`config.mk`:
```
export PLATFORM = sky130hd
export DESIGN_NAME = txn_arbiter
export DESIGN_NICKNAME = d
export VERILOG_FILES = /design/src/rtl/txn_arb_pkg.sv /design/src/rtl/txn_arbiter_lane.sv /design/src/rtl/txn_arbiter.sv
export SDC_FILE = /design/constraint.sdc
export NUM_CORES = 1
export LEC_CHECK = 0
export ABC_AREA = 1
export ABC_CLOCK_PERIOD_IN_PS = 2200
export CORE_UTILIZATION = 37
export CTS_CLUSTER_DIAMETER = 200
export DETAILED_ROUTE_END_ITERATION = 8
export GPL_TIMING_DRIVEN = 0
export MAX_ROUTING_LAYER = met4
export PLACE_DENSITY_LB_ADDON = 0.25
export SLEW_MARGIN = 20
export SYNTH_ARGS = -nofsm -noshare
export SYNTH_HDL_FRONTEND = slang
export SYNTH_SLANG_ARGS = --single-unit
```
`constraint.sdc`:
```
create_clock -name clk -period 2.2 [get_ports clk]
set_clock_uncertainty 0.15 [all_clocks]
set_input_delay 0.22 -clock clk [delete_from_list [all_inputs] [get_ports clk]]
set_output_delay 0.22 -clock clk [all_outputs]
set_load 0.005 [all_outputs]
```
`src/rtl/txn_arb_pkg.sv`:
```
// Shared types and constants for the transaction arbiter: lane state
// encoding, response codes and the requester-index width helper.
package txn_arb_pkg;

  typedef enum logic [1:0] {
    IDLE = 2'd0,
    BUSY = 2'd1,
    RESP = 2'd2
  } lane_state_e;

  localparam logic RESP_OK  = 1'b0;
  localparam logic RESP_ERR = 1'b1;

  // Width of a requester index; never narrower than one bit.
  function automatic int idx_width(input int n);
    return (n > 2) ? $clog2(n) : 1;
  endfunction

endpackage

```
`src/rtl/txn_arbiter_lane.sv`:
```
// One arbitrated lane: round-robin grant, single outstanding transaction,
// slave wait timeout and completion routing back to the granted manager.
module arb_lane
  import txn_arb_pkg::*;
#(
  parameter int N_REQ      = 2,
  parameter int ADDR_WIDTH = 8,
  parameter int DATA_WIDTH = 32,
  parameter int ID_WIDTH   = 4,
  parameter int TIMEOUT    = 16,
  parameter bit READ_LANE  = 1'b0,
  parameter int IDX_W      = idx_width(N_REQ)
) (
  input  logic                          clk,
  input  logic                          rst,
  input  logic [N_REQ-1:0]              req_valid_i,
  input  logic [N_REQ*ADDR_WIDTH-1:0]   req_addr_i,
  input  logic [N_REQ*DATA_WIDTH-1:0]   req_data_i,
  input  logic [N_REQ*ID_WIDTH-1:0]     req_id_i,
  output logic [N_REQ-1:0]              cpl_ready_o,
  output logic                          cpl_resp_o,
  output logic                          s_valid_o,
  output logic [ADDR_WIDTH-1:0]         s_addr_o,
  output logic [ID_WIDTH+IDX_W-1:0]     s_id_o,
  output logic [DATA_WIDTH-1:0]         data_o,
  input  logic                          s_ready_i,
  input  logic                          s_resp_i,
  input  logic [DATA_WIDTH-1:0]         s_rdata_i
);

  localparam int CNT_W = $clog2(TIMEOUT);
  localparam logic [CNT_W-1:0] CNT_LAST = CNT_W'(TIMEOUT - 1);
  localparam logic [N_REQ-1:0] ONE_HOT0 = N_REQ'(1);

  lane_state_e               state_q;
  logic [IDX_W-1:0]          ptr_q;
  logic [IDX_W-1:0]          g_q;
  logic [CNT_W-1:0]          cnt_q;
  logic                      s_valid_q;
  logic [ADDR_WIDTH-1:0]     addr_q;
  logic [ID_WIDTH+IDX_W-1:0] id_q;
  // Write lane: latched write data. Read lane: returned read data.
  logic [DATA_WIDTH-1:0]     data_q;
  logic [N_REQ-1:0]          ready_q;
  logic                      resp_q;

  logic [IDX_W-1:0]          grant_d;
  logic [IDX_W-1:0]          ptr_d;
  logic                      req_any_d;

  function automatic logic [IDX_W-1:0] rr_pos(input logic [IDX_W-1:0] base, input int off);
    return IDX_W'((int'(base) + off) % N_REQ);
  endfunction

  // Round-robin search: walk backwards so the requester closest to ptr wins.
  always_comb begin
    grant_d   = '0;
    req_any_d = 1'b0;
    for (int k = N_REQ - 1; k >= 0; k--) begin
      grant_d   = req_valid_i[rr_pos(ptr_q, k)] ? rr_pos(ptr_q, k) : grant_d;
      req_any_d = req_any_d | req_valid_i[rr_pos(ptr_q, k)];
    end
    ptr_d = (grant_d == IDX_W'(N_REQ - 1)) ? '0 : grant_d + IDX_W'(1);
  end

  // Lane FSM with latched request fields and registered completion.
  always_ff @(posedge clk) begin
    if (rst) begin
      state_q   <= IDLE;
      ptr_q     <= '0;
      g_q       <= '0;
      cnt_q     <= '0;
      s_valid_q <= 1'b0;
      addr_q    <= '0;
      id_q      <= '0;
      data_q    <= '0;
      ready_q   <= '0;
      resp_q    <= RESP_OK;
    end else begin
      case (state_q)
        IDLE: begin
          ready_q <= '0;
          if (req_any_d) begin
            state_q   <= BUSY;
            g_q       <= grant_d;
            ptr_q     <= ptr_d;
            cnt_q     <= '0;
            s_valid_q <= 1'b1;
            addr_q    <= req_addr_i[grant_d*ADDR_WIDTH +: ADDR_WIDTH];
            id_q      <= {grant_d, req_id_i[grant_d*ID_WIDTH +: ID_WIDTH]};
            data_q    <= READ_LANE ? '0 : req_data_i[grant_d*DATA_WIDTH +: DATA_WIDTH];
          end
        end
        BUSY: begin
          if (s_ready_i) begin
            state_q   <= RESP;
            s_valid_q <= 1'b0;
            ready_q   <= ONE_HOT0 << g_q;
            resp_q    <= s_resp_i;
            data_q    <= READ_LANE ? s_rdata_i : data_q;
          end else if (cnt_q == CNT_LAST) begin
            // Slave never answered: abort with an error and zero data.
            state_q   <= RESP;
            s_valid_q <= 1'b0;
            ready_q   <= ONE_HOT0 << g_q;
            resp_q    <= RESP_ERR;
            data_q    <= READ_LANE ? '0 : data_q;
          end else begin
            cnt_q <= cnt_q + CNT_W'(1);
          end
        end
        RESP: begin
          state_q <= IDLE;
          ready_q <= '0;
        end
        default: begin
          state_q   <= IDLE;
          s_valid_q <= 1'b0;
          ready_q   <= '0;
        end
      endcase
    end
  end

  assign cpl_ready_o = ready_q;
  assign cpl_resp_o  = resp_q;
  assign s_valid_o   = s_valid_q;
  assign s_addr_o    = addr_q;
  assign s_id_o      = id_q;
  assign data_o      = data_q;

endmodule

```
`src/rtl/txn_arbiter.sv`:
```
// Shares one slave write channel and one slave read channel between N_REQ
// managers; each channel is an independent arb_lane.
module txn_arbiter
  import txn_arb_pkg::*;
#(
  parameter int N_REQ      = 2,
  parameter int ADDR_WIDTH = 8,
  parameter int DATA_WIDTH = 32,
  parameter int ID_WIDTH   = 4,
  parameter int TIMEOUT    = 16,
  localparam int IDX_W     = idx_width(N_REQ)
) (
  input  logic                        clk,
  input  logic                        rst,
  input  logic [N_REQ-1:0]            m_wvalid,
  input  logic [N_REQ*ADDR_WIDTH-1:0] m_waddr,
  input  logic [N_REQ*DATA_WIDTH-1:0] m_wdata,
  input  logic [N_REQ*ID_WIDTH-1:0]   m_wid,
  output logic [N_REQ-1:0]            m_wready,
  output logic                        m_wresp,
  input  logic [N_REQ-1:0]            m_rvalid,
  input  logic [N_REQ*ADDR_WIDTH-1:0] m_raddr,
  input  logic [N_REQ*ID_WIDTH-1:0]   m_rid,
  output logic [N_REQ-1:0]            m_rready,
  output logic                        m_rresp,
  output logic [DATA_WIDTH-1:0]       m_rdata,
  output logic                        s_wvalid,
  output logic [ADDR_WIDTH-1:0]       s_waddr,
  output logic [DATA_WIDTH-1:0]       s_wdata,
  output logic [ID_WIDTH+IDX_W-1:0]   s_wid,
  input  logic                        s_wready,
  input  logic                        s_wresp,
  output logic                        s_rvalid,
  output logic [ADDR_WIDTH-1:0]       s_raddr,
  output logic [ID_WIDTH+IDX_W-1:0]   s_rid,
  input  logic                        s_rready,
  input  logic                        s_rresp,
  input  logic [DATA_WIDTH-1:0]       s_rdata
);

  arb_lane #(
    .N_REQ(N_REQ), .ADDR_WIDTH(ADDR_WIDTH), .DATA_WIDTH(DATA_WIDTH),
    .ID_WIDTH(ID_WIDTH), .TIMEOUT(TIMEOUT), .READ_LANE(1'b0)
  ) u_wr_lane (
    .clk(clk), .rst(rst),
    .req_valid_i(m_wvalid), .req_addr_i(m_waddr), .req_data_i(m_wdata), .req_id_i(m_wid),
    .cpl_ready_o(m_wready), .cpl_resp_o(m_wresp),
    .s_valid_o(s_wvalid), .s_addr_o(s_waddr), .s_id_o(s_wid), .data_o(s_wdata),
    .s_ready_i(s_wready), .s_resp_i(s_wresp), .s_rdata_i('0)
  );

  arb_lane #(
    .N_REQ(N_REQ), .ADDR_WIDTH(ADDR_WIDTH), .DATA_WIDTH(DATA_WIDTH),
    .ID_WIDTH(ID_WIDTH), .TIMEOUT(TIMEOUT), .READ_LANE(1'b1)
  ) u_rd_lane (
    .clk(clk), .rst(rst),
    .req_valid_i(m_rvalid), .req_addr_i(m_raddr), .req_data_i('0), .req_id_i(m_rid),
    .cpl_ready_o(m_rready), .cpl_resp_o(m_rresp),
    .s_valid_o(s_rvalid), .s_addr_o(s_raddr), .s_id_o(s_rid), .data_o(m_rdata),
    .s_ready_i(s_rready), .s_resp_i(s_rresp), .s_rdata_i(s_rdata)
  );

endmodule

```
# Word level (Yosys, flattened, before mapping)
# Cells that the tools add are included.
# op_classes
addsub	6
n_mul	0
div_mod_pow	0
magnitude_cmp	4
n_eq_ne	14
shift	7
muxes	50
bitwise	6
n_reduce_logical	19
# ops
operator	n
$mux W32	3
$pmux W32 S2	1
$shiftx A64 B7 Y32	1
$shiftx A16 B5 Y8	2
$mux W1	24
$mux W4	6
$mux W2	10
$pmux W4 S2	2
$shiftx A8 B4 Y4	2
$reduce_and A2 Y1	6
$reduce_and A3 Y1	3
$add A4 B1 Y4 const B	2
$eq A4 B4 Y1 const B	2
$lt A1 B2 Y1 const B	4
$ne A2 B2 Y1 const B	4
$pmux W2 S2	2
$reduce_and A4 Y1	2
$reduce_bool A2 Y1	4
$ne A3 B2 Y1 const B	2
$pmux W1 S3	2
$add A1 B1 Y1 const B	4
$eq A2 B1 Y1 const B	2
$eq A2 B2 Y1 const B	2
$logic_not A2 Y1	2
5 further kinds	12
# word_totals
reg_bits	114
latch_bits	0
ram_bits	0
romBits	0
output_inout_bits	98
word_cells	126
mem_count	0

# Longest topological paths before layout
# Gate-level depths: netlist of run 1.
# depth
depth_word	7
ltp_mapped	9
mapped_depth_nobuf	8

# Hierarchy
# From an unflattened synthesis of run 1, not the netlist that was laid out.
# unflattened
cells_unflattened	851
hier_area_um2	5632.9
# modules_own_cells
module	n_inst	cells_each	area_each_um2	seq_area_each_um2
arb_lane at u_wr_lane	1	421	2866.5	1121.1
arb_lane at u_rd_lane	1	429	2762.6	1121.1
txn_arbiter	1	1	3.8	0.0

# Least setup slack after synthesis of run 1
# Ideal clock, no wire load.
# synth_path
kind	reg-to-reg
start	register u_rd_lane.cnt_q[0]
end	register u_rd_lane.data_q[0] (netlist: u_rd_lane.data_o[0])
setup_time_ps	111
arrival_ps	1243
path_slack_ps	695
stages_incl_launch_ff	10
period_less_slack_ps	1505
cell_sequence	dfxtp_1 -> ha_1 -> nand3_2 -> nand2_2 -> nand2_2 -> nand2_4 -> inv_4 -> buf_6 -> nor2_2 -> nor2_1
# synth_between
elab_chain_cells	3
# synth_rtl
element	line_no	source
from (decl)	txn_arbiter_lane.sv:38	logic [CNT_W-1:0] cnt_q;
from (signal assigned)	txn_arbiter_lane.sv:109	cnt_q <= cnt_q + CNT_W'(1);
$eq A4 B4 Y1	txn_arbiter_lane.sv:101	end else if (cnt_q == CNT_LAST) begin
$ne A3 B2 Y1 (no line)	-	
$reduce_and A3 Y1 (no line)	-	
to (signal assigned)	txn_arbiter_lane.sv:91	data_q <= READ_LANE ? '0 : req_data_i[grant_d*DATA_WIDTH +: DATA_WIDTH];
to (signal assigned)	txn_arbiter_lane.sv:100	data_q <= READ_LANE ? s_rdata_i : data_q;
to (signal assigned)	txn_arbiter_lane.sv:107	data_q <= READ_LANE ? '0 : data_q;
to (decl)	txn_arbiter_lane.sv:43	logic [DATA_WIDTH-1:0] data_q;
# No other way between the ends.
# A chain may end at the register's enable or synchronous reset.

# Worst setup path after layout of run 1
# layout_path
start	register u_rd_lane.cnt_q[0]
end	register u_rd_lane.data_q[15] (netlist: u_rd_lane.data_o[15])
# The elaborated chain is that of the path after synthesis.

==> impl_metrics.yaml, run 1 <==
route:
  postRouteAntennaNets: 0
  dr_total_vias: 6202
  drt-wirelength-per-cell_um: 13.6
  totalWireLength_um: 17800
  drt_iter0_drc: 259
  vias_per_cell: 4.73
  dr.pass1.iters: 5
  drc: 0
hold_path:
  hold_class: "input port to flop"
synth:
  synth_cells: 858
  synth_cell_types: 26
  synth_area_per_cell_sq_um: 6.66
  synth.net_count: 1014
  yosys_warnings: 0
  ys_ff_latch: 112
  syn_area_sq_um: 5710
  synth_seq_area_share_pct: 39.2
setup_path:
  cp_num_buf_inv: 2
  crit_required_ps: 2310
  worst_path_max_delay_cell: "dfxtp_1"
  cpMostUsedCell: "nand2_2"
  criticalPathCategory: "flop to flop"
  crit_path_max_incr_delay_ps: 390
  path_cells: "ha_1 -> nand3_2 -> nand2_2 -> nand2_2 -> nand2_4 -> inv_4 -> buf_6 -> nor2_2 -> nor2_1"
  critPathMaxFanout: 10
  end_kind: "flop"
  cp_data_arrival_time_ps: 1870
  crit_family: "simple AND/OR/NAND/NOR gates"
  cp-start-kind: "flop"
clock_network:
  cts_htree_levels: 3
  clockBufferDepth: 2
  cts_buffers: 9
  clockRootBuffer: "clkbuf_16"
  cts_tree: "built"
  clk_pin_slew_ps: 80
  cts_setup_buffers: 0
  clock-sinks: 112
  cts_hold_buf: 0
  clock_latency_ps: 360
  cts-resized-gates: 0
layout:
  final_common_cell: "clkdlybuf4s50_1"
  antenna_cells: 0
  layout.nets: 1275
  fin_area_sq_um: 8760
  drive_above_1_share_pct: 9.61
  layout_common_cells: "250 x clkdlybuf4s50_1, 222 x nand2_1, 145 x nand3_1"
  area_delta_synth_final_pct: 53.4
  fin_cells: 1312
die:
  io_pins: 252
  core_sq_um: 15100
  die_w_um: 126
  start_util_pct: 37.7
  num_rows: 45
  die_area_sq_um: 15900
  die_h_um: 126
power_and_ir_drop:
  power_leakage_nw: 4.04
  vdd.ir_drop.worst_mv: 0.377
  total_power_mw: 5.74
  cellPowerDensity_nw_per_um2: 655
place:
  placed_cells: 1296
  port-buffer-count: 250
  gp_congestion: 0.873
  dp_hpwl_um: 13600
  post_dp_cell_area_sq_um: 8450
global_route:
  antenna_found_initial: 0
  grt_usage_pct: 23.1
  grt_pass1_vias: 5719
  gr-total-overflow: 0
  grt_pass1_wl_um: 28400
  grt_max_degree: 18
timing:
  max_clock_freq_mhz: 568
  rsz0062_at_grt: "no"
  setup_viol: 0
  final.setup.tns_ps: 0
  fin_crit_ps: 1760
  fin_crit_sh_pct: 80.0
  relSlewSlack_pct: 65.0
  slew_violations: 0
  hold_viol: 0
  tightest_slew_ps: 525
outcome:
  status: "finished, final reports clean"
job:
  cap_violations: 0
-- layer usage --
| metal | GRT usage, % | part of all wire (%) | vias to the layer above |
|---|---|---|---|
| li1 | - | - | 3262 |
| met1 | 27.6 | 45 | 2723 |
| met2 | 38.2 | 46 | 200 |
| met3 | 5.40 | 7.6 | 17 |
| met4 | 7.30 | 1.5 | 0 |
| met5 | - | 0 | - |
-- power by group --
part / internal, mW / switching [mW] / leakage (nW)
clock network: 1.00 / 0.748 / 0.150
logic: 0.872 / 0.794 / 2.97
registers: 2.22 / 0.109 / 0.922
total: 4.09 / 1.65 / 4.04
-- cell type report --
class                   instances  area [sq um]
well taps                     188           235
plain buffers                  60           335
fillers                      1489          6380
inverters                     101           382
flip-flops and latches        112          2240
multi-input cells             585          2750
clock buffers                  11           233
repair buffers                250          2500
clock inverters                 5          81.3
-- logic make-up (layout without fill, tap and decap cells) --
logic type / Yosys count / in the layout / synth area share [%]
AOI/OAI and AO/OA: 22 / 22 / 2.28
and+or+nand+nor: 561 / 561 / 45.5
DFF: 112 / 112 / 39.2
adders and majority gates: 2 / 2 / 0.438
buffers and inverters: 161 / 427 / 12.5
-- path summary, 6_finish.rpt --
check                          to  slack, ps  depth (start not counted)          startpoint
max          u_rd_lane.data_o[15]        440                          9  u_rd_lane.cnt_q[0]
min               u_wr_lane.ptr_q        160                          2                 rst
max reg2reg  u_rd_lane.data_o[15]        440                          9  u_rd_lane.cnt_q[0]
min reg2reg       u_wr_lane.ptr_q        310                          2     u_wr_lane.ptr_q
-- registers in the layout (all words and copies together) (netlist names), 2 cells and up --
name / flops
u_wr_lane.cnt_q: 4
u_rd_lane.cnt_q: 4
u_rd_lane.s_id_o: 5
u_rd_lane.data_o: 32
u_rd_lane.cpl_ready_o: 2
u_wr_lane.s_id_o: 5
u_wr_lane.state_q: 2
u_wr_lane.data_o: 32
u_wr_lane.s_addr_o: 8
u_rd_lane.state_q: 2
u_rd_lane.s_addr_o: 8
u_wr_lane.cpl_ready_o: 2
-- per-stage QoR --
stage | worst slack (ps) | hold WS [ps] | util [%]
2_1_floorplan | 695 | 276 | -
4_1_cts | 416 | 160 | 57.9
3_5_place_dp | 253 | 305 | 55.8
6_report | 439 | 157 | 57.9
5_1_grt | 322 | 192 | 57.9
3_3_place_gp | 239 | 297 | 55.8
-- Yosys cell counts --
| cell | count | area (sq um) |
|---|---|---|
| inv_2 | 4 | 15.0 |
| nor3_1 | 4 | 20.0 |
| o21ai_0 | 3 | 15.0 |
| nor2_1 | 92 | 345 |
| buf_6 | 7 | 78.8 |
| a21oi_1 | 14 | 70.1 |
| buf_4 | 4 | 30.0 |
| a21boi_0 | 2 | 15.0 |
| buf_2 | 34 | 170 |
| nor2_4 | 3 | 33.8 |
| o21ai_1 | 1 | 5.00 |
| nand2_4 | 1 | 11.3 |
| nor2_2 | 23 | 144 |
| dfxtp_1 | 112 | 2240 |
| clkbuf_1 | 8 | 30.0 |
| o21ai_4 | 1 | 16.3 |
| nand4_1 | 56 | 350 |
| nand3_2 | 11 | 110 |
| nand2_2 | 4 | 25.0 |
| o21ai_2 | 1 | 8.76 |
| buf_1 | 7 | 26.3 |
| ha_1 | 2 | 25.0 |
| inv_4 | 1 | 6.26 |
| nand2_1 | 222 | 833 |
| nand3_1 | 145 | 726 |
| inv_1 | 96 | 360 |
(Power assumes the default switching activity.)
==> inputs of run 2 (changes only) <==
--- a/config.mk
+++ b/config.mk
@@ -6,7 +6,7 @@
 export NUM_CORES = 1
 export LEC_CHECK = 0
 export ABC_AREA = 1
-export ABC_CLOCK_PERIOD_IN_PS = 2200
+export ABC_CLOCK_PERIOD_IN_PS = 1700
 export CORE_UTILIZATION = 37
 export CTS_CLUSTER_DIAMETER = 200
 export DETAILED_ROUTE_END_ITERATION = 8
==> constraint.sdc (replaced) <==
create_clock -name clk -period 1.7 [get_ports clk]
set_clock_uncertainty 0.15 [all_clocks]
set_input_delay 0.17 -clock clk [delete_from_list [all_inputs] [get_ports clk]]
set_output_delay 0.17 -clock clk [all_outputs]
set_load 0.005 [all_outputs]
==> run 2 against run 1 <==
- sequential power is 29% higher
- core utilization is 0.36 points higher
- worst hold slack worse by 47 ps
- total power is 30% higher
- final area is 0.63% higher
- register-to-register slack worse by 360 ps
==> impl_metrics.yaml, run 2 (same netlist as run 1, synthesis figures left out) <==
setup_path:
  crit_path_max_incr_delay_ps: 520
  critPathMaxFanout: 3
  cp_data_arrival_time_ps: 1320
  path_cells: "buf_4 -> clkdlybuf4s50_1"
  criticalPathCategory: "flop to output port"
  r2r_slack_ps: 80
  crit_required_ps: 1380
  end_kind: "output port"
  cp-start-kind: "flop"
  worst_path_max_delay_cell: "clkdlybuf4s50_1"
die:
  die_h_um: 126
  num_rows: 45
  die_area_sq_um: 15900
  die_w_um: 126
  io_pins: 252
  core_sq_um: 15100
  start_util_pct: 37.7
global_route:
  grt_max_degree: 18
  grt_pass1_vias: 5746
  antenna_found_initial: 0
  grt_pass1_wl_um: 28500
  gr-total-overflow: 0
  grt_usage_pct: 23.1
power_and_ir_drop:
  vdd.ir_drop.worst_mv: 0.488
  total_power_mw: 7.46
  cellPowerDensity_nw_per_um2: 846
  power_leakage_nw: 4.07
clock_network:
  clk_pin_slew_ps: 80
  clock-sinks: 112
  cts_tree: "built"
  clock_latency_ps: 360
  cts_htree_levels: 3
  cts_buffers: 9
  clockBufferDepth: 2
  cts_hold_buf: 0
  clockRootBuffer: "clkbuf_16"
timing:
  setup_viol: 0
  tightest_slew_ps: 541
  slew_violations: 0
  fin_crit_ps: 1640
  max_clock_freq_mhz: 609
  fin_crit_sh_pct: 96.5
  relSlewSlack_pct: 63.9
  hold_viol: 0
hold_path:
  hold_class: "input port to flop"
place:
  post_dp_cell_area_sq_um: 8450
  gp_congestion: 0.873
  port-buffer-count: 250
  dp_hpwl_um: 13600
outcome:
  status: "finished, final reports clean"
route:
  dr_total_vias: 6264
  drc: 0
  drt_iter0_drc: 287
  drt-wirelength-per-cell_um: 13.7
  totalWireLength_um: 18000
  postRouteAntennaNets: 0
  vias_per_cell: 4.76
  dr.pass1.iters: 5
layout:
  fin_area_sq_um: 8820
  area_delta_synth_final_pct: 54.4
  layout.nets: 1278
  antenna_cells: 0
  drive_above_1_share_pct: 10.5
  layout_common_cells: "250 x clkdlybuf4s50_1, 222 x nand2_1, 145 x nand3_1"
  final_common_cell: "clkdlybuf4s50_1"
job:
  cap_violations: 0
[run 2: area by class of cell]
cell class / count / area (sq um)
sequential: 112 / 2250
multi-input combinational: 585 / 2770
fill: 1475 / 6330
tap: 188 / 235
clock buffer: 11 / 233
buffer: 60 / 338
timing repair buffer: 253 / 2540
clock inverter: 5 / 81.3
inverter: 101 / 382
[run 2: worst paths after layout]
| check | cells after the start | to | from |
|---|---|---|---|
| worst max-delay path | 2 | s_rid[4] | u_rd_lane.s_id_o[4] |
| worst min register to register | 2 | u_wr_lane.ptr_q | u_wr_lane.ptr_q |
| worst min-delay path | 2 | u_wr_lane.ptr_q | rst |
| worst max register to register | 9 | u_rd_lane.data_o[15] | u_rd_lane.cnt_q[0] |
[run 2: timing repair]
item                                    CTS  global route
resized for setup                         3             8
pin swaps                                 1             1
endpoints found under the setup margin   21            54
buffers inserted                          2             1
[run 2: power breakdown]
group          switching [mW]  internal, mW  total, mW
Clock                   0.966          1.29       2.26
Sequential              0.141          2.87       3.01
Combinational            1.04          1.15       2.19
[run 2: per-layer routing]
layer,vias to the layer above,wire length (um),GRT usage [%],part of all wire [%]
met2,192,8360,38.4,47
met4,0,261,7.44,1.5
li1,3268,-,-,-
met1,2787,8070,27.7,45
met5,-,0,-,0
met3,17,1260,5.40,7.0
[run 2: stage by stage]
stage                     setup WS (ps)  hold WS [ps]  util [%]  instances  setup TNS [ps]
final                              59.3           110      58.2       1315               0
after global routing              -5.59           142      58.2       1315           -11.2
after CTS                          7.18           110      58.0       1314               0
after detailed placement           -197           305      55.8       1296          -11940
after global placement             -211           297      55.8       1296          -12170
after floorplan                     195           226         -        858               0
[run 2: critical path: cells and delay by family, from the launching register on]
family                 cells  cell delay (ps)
buffers and inverters      2              620
DFF                        1              350
==> inputs of run 3 (changes only) <==
--- a/config.mk
+++ b/config.mk
@@ -16,4 +16,5 @@
 export SLEW_MARGIN = 20
 export SYNTH_ARGS = -nofsm -noshare
 export SYNTH_HDL_FRONTEND = slang
+export SYNTH_HIERARCHICAL = 1
 export SYNTH_SLANG_ARGS = --single-unit
==> run 3 against run 2 <==
- the flow now finishes with violations (DRC)
- clock power decreased by 12%
- critical path depth stayed put
- global-route usage shrank 0.17 points
- critical endpoint is now s_wid[4]
- largest power group unchanged
- highest routed layer unchanged
==> impl_metrics.yaml, run 3 <==
global_route:
  grt_pass1_vias: 5802
  antenna_found_initial: 0
  grt_pass1_wl_um: 28200
  grt_usage_pct: 23.0
  grt_max_degree: 18
  gr-total-overflow: 0
timing:
  final.setup.tns_ps: 0
  fin_ws_ps: 41.5
  fin_crit_ps: 1660
  relSlewSlack_pct: 65.0
  slew_violations: 0
  tightest_slew_ps: 526
  rsz0062_at_grt: "no"
  setup_viol: 0
  fin_crit_sh_pct: 97.6
  hold_viol: 0
  max_clock_freq_mhz: 603
setup_path:
  cp-start-kind: "flop"
  path_cells: "buf_4 -> clkdlybuf4s50_1"
  criticalPathCategory: "flop to output port"
  crit_path_max_incr_delay_ps: 510
  crit_family: "buffers and inverters"
  critPathMaxFanout: 3
  cp_num_buf_inv: 2
  cp_data_arrival_time_ps: 1340
  worst_path_max_delay_cell: "clkdlybuf4s50_1"
  crit_required_ps: 1380
  end_kind: "output port"
synth:
  syn_area_sq_um: 5630
  yosys_warnings: 6
  synth_area_per_cell_sq_um: 6.62
  synth_cells: 850
  synth.net_count: 1006
die:
  num_rows: 44
  die_h_um: 125
  die_w_um: 125
  start_util_pct: 38.3
  io_pins: 252
  die_area_sq_um: 15700
  core_sq_um: 14700
layout:
  final_common_cell: "clkdlybuf4s50_1"
  area_delta_synth_final_pct: 54.8
  antenna_cells: 0
  fin_area_sq_um: 8720
  num-fill-cells: 1385
  layout_common_cells: "250 x clkdlybuf4s50_1, 227 x nand2_1, 150 x nand3_1"
  layout.nets: 1271
  fin_cells: 1304
  drive_above_1_share_pct: 7.95
route:
  vias_per_cell: 4.84
  dr_total_vias: 6308
  totalWireLength_um: 17800
  dr.pass1.iters: 9
  drc: 22
  drt-wirelength-per-cell_um: 13.7
  drt_iter0_drc: 364
  postRouteAntennaNets: 0
power_and_ir_drop:
  total_power_mw: 7.19
  vdd.ir_drop.worst_mv: 0.405
  power_leakage_nw: 4.04
  cellPowerDensity_nw_per_um2: 825
clock_network:
  clk_pin_slew_ps: 70
  clockBufferDepth: 2
  cts_tree: "built"
  cts_buffers: 9
  clock_latency_ps: 350
  clockRootBuffer: "clkbuf_16"
  clock-sinks: 112
  cts_htree_levels: 3
job:
  cap_violations: 0
place:
  post_dp_cell_area_sq_um: 8360
  placed_cells: 1284
  port-buffer-count: 250
  dp_hpwl_um: 13300
  place_worst_setup_slack_ps: -289
  gp_congestion: 0.877
outcome:
  violations: "DRC"
  status: "finished with violations"
hold_path:
  hold_class: "input port to flop"
-- run 3: metrics by stage --
step / utilization, % / hold WS (ps)
global route: 59.3 / 182
global placement: 56.9 / 296
finish: 59.3 / 159
detailed placement: 56.9 / 303
floorplan: - / 226
CTS: 58.9 / 155
-- run 3: area by class of cell --
cell class	count	area [sq um]	share of cell area, %
Multi-Input combinational cell	580	2690	30.9
Timing Repair Buffer	254	2540	29.1
Sequential cell	112	2250	25.8
Inverter	98	368	4.22
Buffer	60	364	4.18
Clock buffer	11	243	2.78
Tap cell	184	230	2.64
Clock inverter	5	32.5	0.373
-- run 3: worst paths after layout --
kind | from | to | slack [ps] | cells after the start
max | u_wr_lane/g_q | s_wid[4] | 40 | 2
min | rst | u_wr_lane/data_o[1] | 160 | 5
max reg2reg | u_wr_lane/ptr_q | u_wr_lane/s_addr_o[1] | 120 | 7
min reg2reg | u_rd_lane/ptr_q | u_rd_lane/ptr_q | 310 | 2
-- run 3: where the power goes --
| part | switching (mW) | total [mW] | internal, mW |
|---|---|---|---|
| sequential | 0.146 | 3.02 | 2.88 |
| clock | 0.972 | 2.00 | 1.03 |
| combinational | 1.02 | 2.17 | 1.14 |
-- run 3: worst min-delay path, delay by kind of cell --
kind / cells / cell delay (ps)
and+or+nand+nor: 1 / 90
buffers and inverters: 4 / 370
-- run 3: repair_timing --
action                     in CTS  in global routing
setup endpoints to repair      10                 58
pin swaps                       0                  1
setup buffers                   0                  2
hold endpoints to repair       13                  0
resized for setup               2                 13
hold buffers                    2                  0
-- run 3: metal layers --
metal	global-route usage, %	part of all wire, %	vias up
li1	-	-	3242
met1	26.8	41	2793
met2	38.9	48	245
met3	3.89	8.2	28
met4	9.90	2.7	0
met5	-	0	-
